[src/rtl/pattern_det_pkg.sv]
// pattern_det_pkg: shared state type and default sizing for the pattern detector.
package pattern_det_pkg;

   typedef enum logic [1:0] {
      ST_IDLE = 2'd0,
      ST_FILL = 2'd1,
      ST_RUN  = 2'd2,
      ST_DONE = 2'd3
   } state_e;

   localparam int DEFAULT_PAT_W = 4;
   localparam int DEFAULT_CNT_W = 8;
   localparam logic [DEFAULT_PAT_W-1:0] DEFAULT_PAT = 4'b1001;

endpackage

[src/rtl/pattern_shift_matcher.sv]
// pattern_shift_matcher: serial window with fill tracking and a compare of the window after the next shift.
module pattern_shift_matcher #(
   parameter int PAT_W = 4
) (
   input  logic             clk,
   input  logic             rst_n,
   input  logic             clear,
   input  logic             shift_en,
   input  logic             din,
   input  logic [PAT_W-1:0] pattern,
   output logic             full,
   output logic             hit
);

   localparam int FW = $clog2(PAT_W + 1);

   logic [PAT_W-1:0] win_q, win_d, win_nxt;
   logic [FW-1:0]    fill_q, fill_d;

   // full means the bit being shifted now completes (or extends) a whole window
   always_comb begin
      win_nxt = {win_q[PAT_W-2:0], din};
      full    = fill_q >= FW'(PAT_W - 1);
      hit     = win_nxt == pattern;
      win_d   = clear ? '0 : shift_en ? win_nxt : win_q;
      fill_d  = clear ? '0 : (shift_en && fill_q != FW'(PAT_W)) ? fill_q + 1'b1 : fill_q;
   end

   always_ff @(posedge clk or negedge rst_n) begin
      if (!rst_n) begin
         win_q  <= '0;
         fill_q <= '0;
      end else begin
         win_q  <= win_d;
         fill_q <= fill_d;
      end
   end

endmodule

[src/rtl/pattern_det_ctrl.sv]
// pattern_det_ctrl: configurable serial pattern detector sequencing a shift matcher through fill, run and done.
module pattern_det_ctrl
   import pattern_det_pkg::*;
#(
   parameter int               PAT_W   = DEFAULT_PAT_W,
   parameter int               CNT_W   = DEFAULT_CNT_W,
   parameter logic [PAT_W-1:0] DEF_PAT = PAT_W'(DEFAULT_PAT)
) (
   input  logic             clk,
   input  logic             rst_n,
   input  logic             cfg_valid,
   output logic             cfg_ready,
   input  logic [PAT_W-1:0] cfg_pattern,
   input  logic [CNT_W-1:0] cfg_target,
   input  logic             start,
   input  logic             stop,
   input  logic             din,
   input  logic             din_valid,
   output logic             match,
   output logic [CNT_W-1:0] match_count,
   output logic             busy,
   output logic             done
);

   state_e           state_q, state_d;
   logic [PAT_W-1:0] pat_q, pat_d;
   logic [CNT_W-1:0] tgt_q, tgt_d, cnt_q, cnt_d, cnt_inc;
   logic             match_q, match_d;
   logic             clear, shift_en, full, hit;

   pattern_shift_matcher #(.PAT_W(PAT_W)) u_matcher (
      .clk      (clk),
      .rst_n    (rst_n),
      .clear    (clear),
      .shift_en (shift_en),
      .din      (din),
      .pattern  (pat_q),
      .full     (full),
      .hit      (hit)
   );

   always_comb begin
      state_d  = state_q;
      pat_d    = pat_q;
      tgt_d    = tgt_q;
      cnt_d    = cnt_q;
      match_d  = 1'b0;
      clear    = 1'b0;
      shift_en = 1'b0;
      cnt_inc  = cnt_q + 1'b1;
      if (cfg_valid && cfg_ready) begin
         pat_d = cfg_pattern;
         tgt_d = cfg_target;
      end
      case (state_q)
         ST_IDLE, ST_DONE: begin
            if (stop) begin
               state_d = ST_IDLE;
            end else if (start) begin
               state_d = ST_FILL;
               clear   = 1'b1;
               cnt_d   = '0;
            end
         end
         ST_FILL, ST_RUN: begin
            shift_en = din_valid;
            if (din_valid && full && state_q == ST_FILL) state_d = ST_RUN;
            // a stop on the same edge still lets this bit's match be counted
            if (din_valid && full && hit) begin
               match_d = 1'b1;
               cnt_d   = &cnt_q ? cnt_q : cnt_inc;
               if (tgt_q != '0 && cnt_inc == tgt_q) state_d = ST_DONE;
            end
            if (stop) state_d = ST_IDLE;
         end
         default: state_d = ST_IDLE;
      endcase
   end

   always_ff @(posedge clk or negedge rst_n) begin
      if (!rst_n) begin
         state_q <= ST_IDLE;
         pat_q   <= DEF_PAT;
         tgt_q   <= '0;
         cnt_q   <= '0;
         match_q <= 1'b0;
      end else begin
         state_q <= state_d;
         pat_q   <= pat_d;
         tgt_q   <= tgt_d;
         cnt_q   <= cnt_d;
         match_q <= match_d;
      end
   end

   assign cfg_ready   = state_q == ST_IDLE || state_q == ST_DONE;
   assign busy        = state_q == ST_FILL || state_q == ST_RUN;
   assign done        = state_q == ST_DONE;
   assign match       = match_q;
   assign match_count = cnt_q;

endmodule

[config.mk]
export PLATFORM = sky130hd
export DESIGN_NAME = pattern_det_ctrl
export DESIGN_NICKNAME = d
export VERILOG_FILES = /design/src/rtl/pattern_det_pkg.sv /design/src/rtl/pattern_shift_matcher.sv /design/src/rtl/pattern_det_ctrl.sv
export SDC_FILE = /design/constraint.sdc
export NUM_CORES = 1
export LEC_CHECK = 0
export ABC_CLOCK_PERIOD_IN_PS = 2850
export BUFFER_PORTS_ARGS = -buffer_cell sky130_fd_sc_hd__buf_2
export CORE_MARGIN = 4
export CORE_UTILIZATION = 45
export CTS_BUF_LIST = sky130_fd_sc_hd__clkbuf_4
export DETAILED_ROUTE_END_ITERATION = 7
export PLACE_DENSITY = 0.72
export REMOVE_ABC_BUFFERS = 1
export SLEW_MARGIN = 20
export SYNTH_ARGS = -nofsm -noshare
export SYNTH_HDL_FRONTEND = slang
export SYNTH_SLANG_ARGS = --single-unit
export TNS_END_PERCENT = 30
[constraint.sdc]
create_clock -name clk -period 2.85 [get_ports clk]
set_input_delay 0.7125 -clock clk [delete_from_list [all_inputs] [get_ports clk]]
set_output_delay 0.7125 -clock clk [all_outputs]
set_load 0.02 [all_outputs]
* Word-level counts from Yosys, hierarchy flattened *
Cells that the tools add are included.
W data, S select, Z words.

storage, ports and cells
  register bits = 29

cells by class
  add/sub/neg operators = 2
  magnitude comparators = 1
  equal/unequal tests = 11
  multiplexer cells = 22
  reduce and logical (&&, ||, !) cells = 16

operator list
  cell                   number
  $mux W8                4
  $pmux W8 S2            1
  $mux W2                6
  $mux W3                4
  $add A8 B1 Y8 const B  1
  $eq A8 B8 Y1           1
  $ne A2 B2 Y1 const B   4
  $reduce_and A8 Y1      1
  $reduce_bool A8 Y1     1
  $logic_and A1 B1 Y1    6
  $mux W1                6
  $ne A3 B3 Y1 const B   2
  $eq A2 B2 Y1 const B   2
  $eq A4 B4 Y1           1
  $pmux W2 S2            1
  $reduce_and A4 Y1      1
  $reduce_bool A2 Y1     2
  $reduce_or A2 Y1       2
  $add A3 B1 Y3 const B  1
  $ge A3 B2 Y1 const B   1
  $eq A2 B1 Y1 const B   1
  $logic_not A2 Y1       1
  $logic_or A1 B1 Y1     2

* Longest topological paths before layout *
Gate-level depths: netlist of run 1.

  depth after elaboration = 8
  gate-level depth with buffers = 8
  depth with buffers taken out = 7

* Hierarchy *
Synthesis of run 1 repeated with hierarchy kept, for this count alone.

unflattened totals
  cell total of the unflattened synthesis = 162
  area, all modules = 1656.6 um2

by module, submodules not included
  module                 instances  cells each  area an instance (um2)  sequential area each (um2)
  pattern_det_ctrl       1          127         1290.0                  578.1
  pattern_shift_matcher  1          35          366.6                   150.1

* Least setup slack after synthesis of run 1 *
OpenSTA, ideal clock, no wires.

  path kind = flip-flop to flip-flop
  start = register state_q[0]
  end = register cnt_q[7], in the netlist match_count[7]
  setup time = 0.110 ns
  arrival time = 1.875 ns
  required time = 2.740 ns
  path slack = 0.864 ns
  cell stages (with the launch flop) = 8
  buffers on the path = 2
  clock period less this slack = 1.986 ns
  cell sequence = dfrtp_1 ha_1 buf_6 and3_1 clkbuf_1 a31oi_1 o21ai_0 o41ai_1

on the way
  longest elaborated chain between the ends = 4
  elaborated cells between the ends (all ways) = 12
  those cells by class = eq/ne (7); mux (1); reduce/logical (4)

RTL lines
  element                                     RTL line                RTL
  from (decl)                                 pattern_det_ctrl.sv:25  state_e state_q, state_d;
  from (signal assigned)                      pattern_det_ctrl.sv:88  state_q <= state_d;
  $eq A2 B1 Y1, or another cell as far along  pattern_det_ctrl.sv:55  case (state_q)
  $reduce_or A2 Y1                            pattern_det_ctrl.sv:55
  $ne A2 B2 Y1 (no line)                      -
  $reduce_and A4 Y1 (no line)                 -
  to (signal assigned)                        pattern_det_ctrl.sv:91  cnt_q <= cnt_d;
  to (decl)                                   pattern_det_ctrl.sv:27  logic [CNT_W-1:0] tgt_q, tgt_d, cnt_q, cnt_d, cnt_inc;

Several ways; a longest one is shown, not always the timed one.
A chain may end at the register's enable or synchronous reset.

* Worst setup path in the final report of run 1 *
  start = register cnt_q[0], in the netlist match_count[0]
  end = register cnt_q[2], in the netlist match_count[2]

on the way
  longest elaborated chain between the ends = 4
  elaborated cells between the ends (all ways) = 7
  those cells by class = add/sub (1); eq/ne (1); mux (3); reduce/logical (2)

RTL lines
  element        RTL line                RTL
  $add A8 B1 Y8  pattern_det_ctrl.sv:50  cnt_inc = cnt_q + 1'b1;
  $mux W8        pattern_det_ctrl.sv:71  cnt_d = &cnt_q ? cnt_q : cnt_inc;
  $mux W8        pattern_det_ctrl.sv:69  if (din_valid && full && hit) begin
  $pmux W8 S2    pattern_det_ctrl.sv:55

Several ways; a longest one is shown, not always the timed one. The select of a mux whose other input is x is not followed.

==> impl_metrics.toml, run 1 <==
[timing]
fin_ws_ns = 0.540
fmax_ghz = 0.433
final-max-slew-violation-count = 0
setup_viol = 0
tightest_slew_ns = 0.647
slew_headroom = 0.567
final.setup_skew_ns = 0.0120
final.min_clock_period_ns = 2.31
fin_tns_setup_ns = 0
period_share = 0.811
hold_violations = 0
rsz0062_at_grt = "no"

[synthesis]
ys_seq_area_frac = 0.427
yosysWarningCount = 0
yosysUniqueCellTypes = 48
syn_area_um2 = 1710
synth_edf_count = 0
yosysMostFrequentCell = "dfrtp_1"
synth_area_leader_cell = "dfrtp_1"
syn_avg_cell_area_um2 = 10.3
synth_ff_type = "dfrtp_1"
netlist.area_leader.share = 0.396
synthArstFlopShare = 1.00
synthTopCellsByCount = "dfrtp_1 (27), mux2_2 (12), o21ai_0 (12)"
ys_seq_elements = 29
syn_inst = 165
synth.area.top_cells = "dfrtp_1 (40%), mux2_2 (7.9%), ha_1 (4.4%)"

[placed_design]
port_buffers = 30
place_congestion = 0.777
dp_slack_ns = 0.601
dp_hpwl_um = 2750
placed_area_um2 = 1860

[clock_network]
h-tree-depth = 2
clkTransAtPathRegs_ns = 0.10
ctsResizeCount = 0
numClockSinks = 29
post-cts-setup-buffers = 0
root_buffer = "clkbuf_4"
numCtsBuffers = 5
cts_buffer_depth = 2
ctsHoldBuffers = 0
insertion_delay_ns = 0.33
cts_tree = "yes"

[min_path]
hold_class = "in2async"

[layout]
final_area_um2 = 1910
drive_gt1_frac = 0.316
fill_cells = 348
nets = 220
area_growth_pct = 12.1
diodes = 0
fin_util = 0.523

[power]
clkPwrFrac = 0.208
p_int_mw = 0.779
switching_share = 0.349
ir_drop_mv = 0.309
seq_power_share = 0.492
finalPower_mw = 1.20
power_frac_comb = 0.300
p_switching_mw = 0.418
power_density_nw_per_um2 = 626
p_leak_nw = 0.903

[critical_path]
crit_path_start_kind = "flop"
path_max_fanout = 10
worst_ep_required_time_ns = 3.10
crit_type = "reg2reg"
r2r_slack_ns = 0.54
worstSetupEndpoint = "match_count[2]$_DFFE_PN0P_"
cp.arrival_ns = 2.56
r2r_start = "match_count[0]$_DFFE_PN0P_"
end_kind = "flop"
regToRegEndpoint = "match_count[2]$_DFFE_PN0P_"
crit_start = "match_count[0]$_DFFE_PN0P_"
reg2regPathDepth = 6

[route]
postRouteAntennaNets = 0
wire_per_inst_um = 14.8
route.detailed.drc = 0
wirelength_um = 3620
drt_pass1_iterations = 4
routed_via_density = 5.49
drt_iter0_markers = 100
vias = 1339

[global_routing]
grt_pass1_wl_um = 6200
grt_use_total = 0.160
grt_max_degree = 30
grt_remaining_overflow = 0
grt_pass1_vias = 1343
antenna_found_initial = 0

[floorplan]
start_util = 0.466
core_area_um2 = 3660
die_w_um = 69.6
dieArea_um2 = 4840
io_pins = 31
num_rows = 22
die_h_um = 69.6

[run_status]
outcome = "finished, final reports clean"

[flow_run]
cap_violations = 0
[power by group through the flow]
stage	logic [mW]	clock network (mW)	registers, mW
floorplan	0.250	0	0.593
global placement	0.354	0	0.592
detailed placement	0.361	0	0.598
CTS	0.364	0.257	0.589
global route	0.404	0.278	0.607
finish	0.359	0.249	0.589
[area by class of cell]
cell class / instances / area [um2] / area share
clock buffers: 7 / 52.6 / 0.0275
clock inverters: 1 / 3.75 / 0.00196
inverters: 8 / 30.0 / 0.0157
multi-input cells: 120 / 881 / 0.460
flip-flops and latches: 29 / 728 / 0.381
well taps: 48 / 60.1 / 0.0314
repair buffers: 31 / 158 / 0.0824
[logic make-up after synthesis]
group	synth area share
compound gates	0.153
buf+inv	0.0572
xor+xnor	0.0660
flops	0.427
mux	0.0968
fa+ha+maj	0.0440
simple gates	0.156
[placed cells by master, fill, tap and decap left out, types with 2 or more instances in the layout]
master,instances
clkbuf_4,7
ha_1,6
xnor2_1,8
dfstp_2,2
dfrtp_1,27
or3_1,2
a21oi_1,6
and3_2,2
mux2i_1,3
inv_1,8
a31oi_1,4
nor2_1,8
mux2_2,12
nand4_1,4
buf_2,30
nor3_1,2
xor2_1,3
o22a_1,2
o21ai_0,12
and3_1,5
nand2_1,11
nand2b_1,2
o211ai_1,2
nand3_1,3
[flip-flops by register name (all words and copies together), names as in the netlist]
register	cells
u_matcher.win_q	3
match_count	8
u_matcher.fill_q	3
tgt_q	8
pat_q	4
match	1
state_q	2
[routing by layer]
| layer | vias up | track usage | share of wire |
|---|---|---|---|
| met1 | 640 | 0.209 | 0.45 |
| met5 | - | 0 | 0 |
| met3 | 5 | 0.0377 | 0.051 |
| met2 | 30 | 0.252 | 0.48 |
| li1 | 664 | - | - |
| met4 | 0 | 0.0716 | 0.018 |
[how the worst min path moves through the flow]
| stage | slack [ns] | cells after the start | start | to |
|---|---|---|---|---|
| finish | 0.39 | 1 | rst_n | match_count[0]$_DFFE_PN0P_ |
| floorplan | 0.42 | 0 | rst_n | match$_DFF_PN0_ |
| detailed placement | 0.52 | 1 | tgt_q[3]$_DFFE_PN0P_ | tgt_q[3]$_DFFE_PN0P_ |
| global placement | 0.51 | 1 | tgt_q[3]$_DFFE_PN0P_ | tgt_q[3]$_DFFE_PN0P_ |
| CTS | 0.41 | 1 | rst_n | match_count[1]$_DFFE_PN0P_ |
| global route | 0.44 | 1 | rst_n | match_count[1]$_DFFE_PN0P_ |
[through the flow]
stage / std cells / hold WS (ns)
detailed placement: 236 / 0.518
finish: 244 / 0.394
CTS: 244 / 0.412
floorplan: 157 / 0.417
global route: 244 / 0.440
global placement: 236 / 0.507
[worst max-delay path: stages (launching register included)]
cell and delay (ns):
dfrtp_1 0.56, ha_1 0.32, and3_1 0.30, nand4_1 0.17, a31oi_1 0.56, o21ai_0 0.19, o21ai_0 0.12
Power figures use the tool's default switching activity.
==> run 2: changes to the inputs <==
- ABC_CLOCK_PERIOD_IN_PS: 2850 -> 2110
- PLACE_DENSITY: 0.72 -> 0.74
- clock period: 2.85 -> 2.11 ns (I/O delays scaled with it)
==> impl_metrics.toml, run 2 (synthesized netlist as in run 1, its figures left out) <==
[timing]
setup_viol = 0
final.min_clock_period_ns = 1.99
final.setup_skew_ns = 0.00861
hold_violations = 0
fin_ws_ns = 0.119
fin_tns_setup_ns = 0
rsz0062_at_grt = "no"
final-max-slew-violation-count = 0
fmax_ghz = 0.502
slew_headroom = 0.566
tightest_slew_ns = 0.651
period_share = 0.943

[critical_path]
crit_family = "compound AO/OA/AOI/OAI gates"
reg2regPathDepth = 7
crit_buf_inv = 1
cp_common_cell = "ha_1"
cp.depth = 7
crit_type = "reg2reg"
slowest_stage = "a211oi_1"
end_kind = "flop"
path_max_fanout = 3
crit_path_cell_trace = "ha_1 -> ha_1 -> a211oi_1 -> nor3_1 -> buf_4 -> a211o_2 -> o21ai_0"
worst_ep_required_time_ns = 2.34
cp.arrival_ns = 2.22
crit_path_start_kind = "flop"
max_stage_delay_ns = 0.43

[global_routing]
grt_remaining_overflow = 0
grt_use_total = 0.156
grt_pass1_vias = 1289
grt_pass1_wl_um = 6040
antenna_found_initial = 0
grt_max_degree = 30

[layout]
final_cells = 260
diodes = 0
register_area_um2 = 728
final_cell_mix = "buf_2 (29), dfrtp_1 (27), buf_4 (18)"
area_growth_pct = 20.4
fin_util = 0.561
mostFrequentLayoutCell = "buf_2"
multi_input_area_um2 = 896
nets = 236
final_area_um2 = 2050
fill_cells = 333
drive_gt1_frac = 0.387

[route]
wl_met2_um = 1620
drt_iter0_markers = 65
wirelength_um = 3670
routed.top_layer = "met4"
drt_pass1_iterations = 4
m1WireLength_um = 1880
postRouteAntennaNets = 0
routed_via_density = 5.37
route.detailed.drc = 0
wire_per_inst_um = 14.1
wl_met3_um = 143
vias = 1395

[floorplan]
num_rows = 22
start_util = 0.466
dieArea_um2 = 4840
io_pins = 31
die_h_um = 69.6
die_w_um = 69.6
core_area_um2 = 3660

[placed_design]
dp.cells = 245
placed_area_um2 = 1920
place_congestion = 0.879
port_buffers = 30
dp_slack_ns = 0.120
dp_hpwl_um = 2820

[flow_run]
cap_violations = 0

[clock_network]
numCtsBuffers = 5
numClockSinks = 29
h-tree-depth = 2
cts_tree = "yes"
ctsHoldBuffers = 0
cts_buffer_depth = 2
root_buffer = "clkbuf_4"
clkTransAtPathRegs_ns = 0.09
insertion_delay_ns = 0.31

[power]
power_density_nw_per_um2 = 835
p_leak_nw = 0.985
ir_drop_mv = 0.509

[run_status]
outcome = "finished, final reports clean"

[min_path]
hold_class = "in2async"
[run 2: worst register-to-register path, stage by stage, from the launching register on]
cell and delay [ns]:
dfrtp_1 0.40, ha_1 0.21, ha_1 0.19, a211oi_1 0.43
nor3_1 0.15, buf_4 0.18, a211o_2 0.28, o21ai_0 0.07
[run 2: layer usage]
metal,vias up,GRT usage
met5,-,0
met1,665,0.218
met2,33,0.233
met3,2,0.0406
li1,695,-
met4,0,0.0586
[run 2: cell type report]
| cell class | count | share of cell area |
|---|---|---|
| clock buffer | 8 | 0.0292 |
| inverter | 8 | 0.0146 |
| multi-input combinational | 120 | 0.436 |
| sequential | 29 | 0.354 |
| timing repair buffer | 47 | 0.136 |
| tap | 48 | 0.0292 |
[run 2: what timing repair did]
item	in CTS	in global routing
endpoints found under the hold margin	0	0
endpoints found under the setup margin	0	4
setup buffers	0	7
gates resized for setup	0	4
[run 2: path summary, 6_finish.rpt]
check	endpoint	start	slack, ns
worst max-delay path	match_count[6]$_DFFE_PN0P_	u_matcher.fill_q[0]$_DFFE_PN0P_	0.12
worst min-delay path	match_count[3]$_DFFE_PN0P_	rst_n	0.23
worst max register to register	match_count[6]$_DFFE_PN0P_	u_matcher.fill_q[0]$_DFFE_PN0P_	0.12
worst min register to register	pat_q[2]$_DFFE_PN0P_	pat_q[2]$_DFFE_PN0P_	0.53
max in group asynchronous	pat_q[2]$_DFFE_PN0P_	rst_n	1.45
min in group clk	state_q[1]$_DFFE_PN0P_	stop	0.41
[run 2: power by group]
group / switching, mW / internal (mW)
combinational: 0.304 / 0.298
clock: 0.172 / 0.171
sequential: 0.105 / 0.665
total: 0.581 / 1.13
[run 2: metrics by stage]
step,hold slack [ns],power [mW]
global route,0.278,1.82
finish,0.228,1.71
floorplan,0.232,1.14
CTS,0.245,1.67
global placement,0.509,1.31
detailed placement,0.517,1.32
